## config.mk

```make
export PLATFORM = sky130hd
export DESIGN_NAME = turf_wb_master
export DESIGN_NICKNAME = d
export VERILOG_FILES = /design/src/rtl/turf_wb_master.sv
export SDC_FILE = /design/constraint.sdc
export NUM_CORES = 1
export LEC_CHECK = 0
export ABC_AREA = 1
export CORE_ASPECT_RATIO = 0.8
export CORE_MARGIN = 8
export CORE_UTILIZATION = 48
export DETAILED_ROUTE_END_ITERATION = 16
export PLACE_DENSITY_LB_ADDON = 0.2
export SLEW_MARGIN = 10
export SYNTH_ARGS = -nofsm -noshare
export SYNTH_HDL_FRONTEND = slang
export SYNTH_SLANG_ARGS = --single-unit
```

## constraint.sdc

```tcl
create_clock -name wb_clk_i -period 7.3 [get_ports wb_clk_i]
set_clock_uncertainty 0.2 [all_clocks]
set_input_delay 1.825 -clock wb_clk_i [delete_from_list [all_inputs] [get_ports wb_clk_i]]
set_output_delay 1.825 -clock wb_clk_i [all_outputs]
set_load 0.03 [all_outputs]
```

## src/rtl/turf_wb_master.sv

```systemverilog
`default_nettype none
// ============================================================================
//  Module      : turf_wb_master
//  Description : Wishbone initiator that converts TURF command words into
//                single read/write cycles on a 12-bit-address, 32-bit-data
//                register bus and returns one tagged response per cycle.
//                Commands arriving while a transaction is in flight are
//                dropped and counted (saturating).
//  Revision    : 1.0 - initial release
// ============================================================================
module turf_wb_master #(
    parameter int         TIMEOUT     = 255,
    parameter logic [3:0] SEL_DEFAULT = 4'hF
) (
    input  logic        wb_clk_i,
    input  logic        wb_rstn_i,
    input  logic [31:0] command_i,
    input  logic        command_valid_i,
    output logic        wb_cyc_o,
    output logic        wb_stb_o,
    output logic        wb_we_o,
    output logic [11:0] wb_adr_o,
    output logic [31:0] wb_dat_o,
    output logic [3:0]  wb_sel_o,
    input  logic        wb_ack_i,
    input  logic        wb_err_i,
    input  logic [31:0] wb_dat_i,
    output logic [31:0] resp_o,
    output logic [6:0]  resp_tag_o,
    output logic        resp_err_o,
    output logic        resp_valid_o,
    input  logic        resp_ready_i,
    output logic [7:0]  drop_count_o
);

    typedef enum logic [1:0] {
        ST_IDLE  = 2'd0,
        ST_WDATA = 2'd1,
        ST_CYCLE = 2'd2,
        ST_RESP  = 2'd3
    } state_t;

    // Timeout compared one bit wider so the increment can never wrap.
    localparam logic [8:0] c_timeout = 9'(TIMEOUT);

    // Header bit positions
    localparam int c_hdr_write = 31;

    logic [1:0]  r_rst_sync;
    logic        w_rst_n;

    state_t      r_state;
    state_t      w_state_next;

    logic        r_we;
    logic [11:0] r_adr;
    logic [31:0] r_dat;
    logic [6:0]  r_tag;
    logic [31:0] r_resp;
    logic        r_resp_err;
    logic [7:0]  r_cnt;
    logic [7:0]  r_drop;

    logic        w_we_next;
    logic [11:0] w_adr_next;
    logic [31:0] w_dat_next;
    logic [6:0]  w_tag_next;
    logic [31:0] w_resp_next;
    logic        w_resp_err_next;
    logic [7:0]  w_cnt_next;

    logic [8:0]  w_cnt_inc;
    logic        w_timeout;
    logic        w_drop_event;
    logic        w_unused_hdr;

    // Header bits [23:12] carry no meaning for this block.
    assign w_unused_hdr = ^command_i[23:12];

    // Reset synchroniser: assertion is immediate, release aligns to the clock.
    always_ff @(posedge wb_clk_i or negedge wb_rstn_i) begin
        if (!wb_rstn_i) begin
            r_rst_sync <= 2'b00;
        end else begin
            r_rst_sync <= {r_rst_sync[0], 1'b1};
        end
    end

    assign w_rst_n = r_rst_sync[1];

    assign w_cnt_inc    = {1'b0, r_cnt} + 9'd1;
    assign w_timeout    = (w_cnt_inc == c_timeout);
    assign w_drop_event = command_valid_i &&
                          ((r_state == ST_CYCLE) || (r_state == ST_RESP));

    // State register.
    always_ff @(posedge wb_clk_i or negedge w_rst_n) begin
        if (!w_rst_n) begin
            r_state <= ST_IDLE;
        end else begin
            r_state <= w_state_next;
        end
    end

    // Next-state and datapath-update decode.
    always_comb begin
        w_state_next    = r_state;
        w_we_next       = r_we;
        w_adr_next      = r_adr;
        w_dat_next      = r_dat;
        w_tag_next      = r_tag;
        w_resp_next     = r_resp;
        w_resp_err_next = r_resp_err;
        w_cnt_next      = r_cnt;

        case (r_state)
            ST_IDLE: begin
                if (command_valid_i) begin
                    w_we_next  = command_i[c_hdr_write];
                    w_tag_next = command_i[30:24];
                    w_adr_next = command_i[11:0];
                    w_cnt_next = 8'd0;
                    if (command_i[c_hdr_write]) begin
                        w_state_next = ST_WDATA;
                    end else begin
                        w_state_next = ST_CYCLE;
                    end
                end
            end

            ST_WDATA: begin
                if (command_valid_i) begin
                    w_dat_next   = command_i;
                    w_cnt_next   = 8'd0;
                    w_state_next = ST_CYCLE;
                end
            end

            ST_CYCLE: begin
                // Priority: error, then acknowledge, then timeout.
                if (wb_err_i) begin
                    w_resp_next     = 32'd0;
                    w_resp_err_next = 1'b1;
                    w_state_next    = ST_RESP;
                end else if (wb_ack_i) begin
                    w_resp_next     = r_we ? 32'd0 : wb_dat_i;
                    w_resp_err_next = 1'b0;
                    w_state_next    = ST_RESP;
                end else if (w_timeout) begin
                    w_resp_next     = 32'd0;
                    w_resp_err_next = 1'b1;
                    w_state_next    = ST_RESP;
                end else begin
                    w_cnt_next = w_cnt_inc[7:0];
                end
            end

            ST_RESP: begin
                if (resp_ready_i) begin
                    w_state_next = ST_IDLE;
                end
            end

            default: begin
                w_state_next = ST_IDLE;
            end
        endcase
    end

    // Transaction and response registers.
    always_ff @(posedge wb_clk_i or negedge w_rst_n) begin
        if (!w_rst_n) begin
            r_we       <= 1'b0;
            r_adr      <= 12'd0;
            r_dat      <= 32'd0;
            r_tag      <= 7'd0;
            r_resp     <= 32'd0;
            r_resp_err <= 1'b0;
            r_cnt      <= 8'd0;
        end else begin
            r_we       <= w_we_next;
            r_adr      <= w_adr_next;
            r_dat      <= w_dat_next;
            r_tag      <= w_tag_next;
            r_resp     <= w_resp_next;
            r_resp_err <= w_resp_err_next;
            r_cnt      <= w_cnt_next;
        end
    end

    // Saturating count of commands that arrived while busy.
    always_ff @(posedge wb_clk_i or negedge w_rst_n) begin
        if (!w_rst_n) begin
            r_drop <= 8'd0;
        end else if (w_drop_event && (r_drop != 8'hFF)) begin
            r_drop <= r_drop + 8'd1;
        end
    end

    // Bus strobes follow the state directly so reset removes them at once.
    assign wb_cyc_o     = (r_state == ST_CYCLE);
    assign wb_stb_o     = (r_state == ST_CYCLE);
    assign wb_we_o      = r_we;
    assign wb_adr_o     = r_adr;
    assign wb_dat_o     = r_dat;
    assign wb_sel_o     = SEL_DEFAULT;

    assign resp_o       = r_resp;
    assign resp_tag_o   = r_tag;
    assign resp_err_o   = r_resp_err;
    assign resp_valid_o = (r_state == ST_RESP);
    assign drop_count_o = r_drop;

endmodule
`default_nettype wire

```

# Word level (Yosys, flattened, before mapping)
# Cells that the tools add are included.
# W data, S select, Z words.
# word_totals
latch_bits	0
in_bits	70
romBits	0
ram_bits	0
reg_bits	105
mem_count	0
elab_cells	57
# op_classes
magnitude_cmp	0
shifts	0
n_addsub	2
bitwise	0
n_reduce_logical	12
muxes	20
multipliers	0
n_div	0
n_eq_ne	13
# op_table
cell	count
$mux W32	4
$mux W8	4
$pmux W8 S2	1
$mux W2	7
$ne A2 B2 Y1 const B	5
$add A8 B1 Y9 const B	1
$eq A9 B8 Y1 const B	1
$add A8 B1 Y8 const B	1
$ne A8 B8 Y1 const B	1
$pmux W2 S4	1
$reduce_and A2 Y1	3
$reduce_and A5 Y1	1
$eq A2 B2 Y1 const B	2
$ne A2 B1 Y1 const B	2
$ne A4 B1 Y1 const B	1
$reduce_and A4 Y1	1
$mux W1	3
$reduce_bool A3 Y1	1
$eq A2 B1 Y1 const B	1
$logic_and A1 B1 Y1	2
$logic_not A2 Y1	1
$reduce_bool A2 Y1	1
$reduce_or A2 Y1	1
$logic_or A1 B1 Y1	1

# Logic depth before layout (Yosys ltp)
# depth
word_depth	6
ltp_mapped	14
depth_no_buf	12

# Least setup slack after synthesis
# Ideal clock, no wire load.
# synth_timing
path_type	reg-to-output
start	reg r_state[0]
end	out wb_stb_o
path_slack_ps	4234
path_stages_with_launch	4
arrival_time_ps	1041
path_cell_list	dfrtp_1 > inv_1 > ha_1 > buf_4
# synth_via
elab_chain_len	1
# synth_lines
item	line_no	rtl
from (decl)	52	state_t r_state;
from (signal assigned)	101	r_state <= w_state_next;
$eq A2 B2 Y1	n/a	
to (decl)	20	output logic wb_stb_o,
# No other way between the ends.

# Worst setup path in the final report
# layout_timing
start	reg r_state[0]
end	out wb_stb_o
# layout_via
elab_chain_len	1
# layout_lines
item	line_no	rtl
$eq A2 B2 Y1	202	assign wb_stb_o = (r_state == ST_CYCLE);
# No other way between the ends.

==> key figures <==
Clocking
  • Clock Path Buffers: 2
  • Hold buffer count at CTS: 0
  • Post_cts resized: 0
  • CTS tree: yes
  • H-tree Lvls: 3
  • Clk Latency, worst-skew pair: approximately 0.34 ns
  • Root Buffer: clkbuf_16
  • Clk pin slew, worst setup/hold paths: 0.07 ns
  • CTS sink cnt: 105
  • CTS buffer count: 9
  • Post CTS Setup Buffer Count: 0

Layout
  • Non-filler cells, final: 777
  • Layout cell share with drive strength beyond 1: 11.25%
  • Seq. cell area: between 2000 and 3000 µm²
  • N_diodes: 0
  • Commonest non-fill, non-tap cell in the layout: clkdlybuf4s50_1
  • Area Overhead vs Synth: 42.80%
  • Nets@finish: 730
  • # fillers: 770
  • Post-Layout Inst Area: roughly 6600 µm²
  • Most frequent cells in the layout: clkdlybuf4s50_1 (165), nand2_1 (154), dfrtp_1 (104)
  • Area occupied by multi-input gates: 1717 µm²

Die
  • Core Area: 9529 µm²
  • Top Ports: 170
  • Die Y: 103.9 µm
  • Die area: ~13000 µm²
  • Cell Rows: 32
  • Die W: 125.9 µm
  • Initial Utilization: between 40% and 50%

Timing
  • Final hold vios: 0
  • RSZ-0062 raised after global routing: false
  • Slew Limit Fails: 0
  • Post-layout min period: 4.039 ns
  • Final setup fails: 0
  • Measured slew at the worst slew-check pin: 1.156 ns
  • Final TNS setup: 0 ns
  • Max Fclk: 247.6 MHz
  • Setup ws final: 3.261 ns
  • Final period util: 55.33%
  • Relative slew slack: 22.87%

Route
  • DR pass1 iterations: 5
  • Avg Vias per Cell: 4.992
  • Routed via count: 3879
  • Violation count after the first detailed-route iteration: 280
  • Total routed wirelength: 12250 µm
  • DRC violations left: 0
  • Post-route antenna net violation count: 0
  • Routed length per instance: 15.76 µm

Critical path
  • Max Fanout on Critical Path: 10
  • Crit path capture: wb_stb_o
  • Startpoint types: register
  • Critical Path Start: r_state[0]
  • CP Depth: 3
  • Reg-to-Reg End: resp_o[12]
  • Cell family with most CP delay: buffers and inverters
  • Worst Path Buf+Inv: 2
  • Reg-to-reg slack, setup: 4.77 ns
  • Critical Path AT: 2.01 ns
  • Max stage delay cell, worst path: clkdlybuf4s50_1
  • FF-to-FF path depth: 11
  • Slowest Stage Delay on Critical Path: 0.76 ns
  • Critical path required time: approximately 5.3 ns
  • Crit Path Category: register to primary output
  • Kind of end point of the critical path: primary output
  • CP cell instances: inv_1 > ha_1 > clkdlybuf4s50_1
  • RR Startpoint: r_cnt[2]

Synthesis
  • Register area share after synthesis: a little under three fifths
  • Cells after Synth: 496
  • Synth warn: 0
  • Post-synth cell types: 26
  • Syn avg cell area: approximately 9.3 µm²
  • Synthesized flop and latch total: approximately 110
  • Synth Cell Area: 4637 µm²

Worst hold path
  • Worst min path class: register to asynchronous set/reset pin

Run status
  • Status: complete, no violations

Flow run
  • Max-cap check violation count: 0

Placement
  • Placed Cells: 761
  • Post-place setup slack: 3.212 ns
  • Routability cong.: 0.8261
  • Placed Area: 6314 µm²
  • DP HPWL: 8970 µm
  • Port bufs: 165

Global route
  • Vias in the first global route: 3954
  • First-pass GRT wire length: 20240 µm
  • Largest net degree at the start of global routing: 66
  • GRT Util Overall: 19.17%
  • Initial antenna violation count: 0
  • Grt total ovfl: 0

Power and ir drop
  • PwrDens: 434.5 nW/µm²
  • P_leak: around 0.0030 µW
  • Max IR drop VDD: 290.0 µV
[per-layer routing]
metal / global-route usage (%) / routed length (µm)
met3: 9.734 / 1393
met4: 6.855 / 282
met1: 21.98 / 4906
met5: 0 / 0
met2: 30.26 / 5663
[cells in the mapped netlist]
cell	number	share of area, %
nand2_1	154	12
dfrtp_1	105	57
o21ai_0	42	4.5
inv_1	37	3.0
nand3_1	23	2.5
o21ai_2	23	4.3
nor2_1	22	1.8
nand2_2	14	1.9
mux2_2	13	3.2
clkbuf_1	12	0.97
o21ai_1	9	0.97
ha_1	7	1.9
buf_4	6	0.97
buf_6	6	1.5
nand4_1	4	0.54
xnor2_1	4	0.76
nor2_2	3	0.40
a21oi_1	2	0.22
o21bai_1	2	0.32
xor2_1	2	0.38
a211oi_2	1	0.27
buf_2	1	0.11
clkbuf_2	1	0.11
clkinv_1	1	0.081
conb_1	1	0.081
o21a_1	1	0.16
[worst min path at each step]
stage                       start       endpoint  slack [ns]  cells past startpoint
detailed placement  r_rst_sync[0]  r_rst_sync[1]        0.14                      0
CTS                 r_rst_sync[0]  r_rst_sync[1]        0.16                      0
finish              r_rst_sync[1]   wb_dat_o[15]        0.15                      0
floorplan           r_rst_sync[0]  r_rst_sync[1]        0.13                      0
global placement    r_rst_sync[0]  r_rst_sync[1]        0.14                      0
global route        r_rst_sync[0]  r_rst_sync[1]        0.17                      0
[per-stage QoR]
step	power, µW	utilization, %	hold slack (ns)
floorplan	1814	-	0.1312
global placement	2366	66.26	0.1406
detailed placement	2407	66.26	0.1410
CTS	2913	69.49	0.1609
global route	3051	69.49	0.1680
finish	2877	69.49	0.1536
[cell type report]
| class | count | area share (%) |
|---|---|---|
| sequential | 105 | 39.74 |
| multi-input combinational | 331 | 25.93 |
| timing repair buffer | 168 | 25.28 |
| clock buffer | 12 | 3.874 |
| tap | 119 | 2.249 |
| inverter | 38 | 2.154 |
| clock inverter | 4 | 0.7748 |
[registers in the layout, summed over array words and instances, names as in the netlist]
name / count
drop_count_o: 8
resp_tag_o: 7
wb_adr_o: 12
r_cnt: 8
wb_dat_o: 32
r_rst_sync: 2
wb_we_o: 1
r_state: 2
resp_o: 32
resp_err_o: 1
[kinds of logic after synthesis]
kind of cell    share of synthesized area (%)
simple gates                            19.56
fa+ha+maj                               1.889
flops                                   56.66
mux                                     3.157
other cells                           0.08087
xor+xnor                                1.133
compound gates                          10.82
buf+inv                                 6.691
[power breakdown]
group / internal, µW / leakage (µW) / total [µW] / switching (µW)
Clock: 285 / 0.000149 / 492 / 207
Sequential: 804 / 0.00136 / 950 / 146
Combinational: 567 / 0.00148 / 1430 / 868
Total: 1660 / 0.00298 / 2880 / 1220
Power figures use the tool's default switching activity.
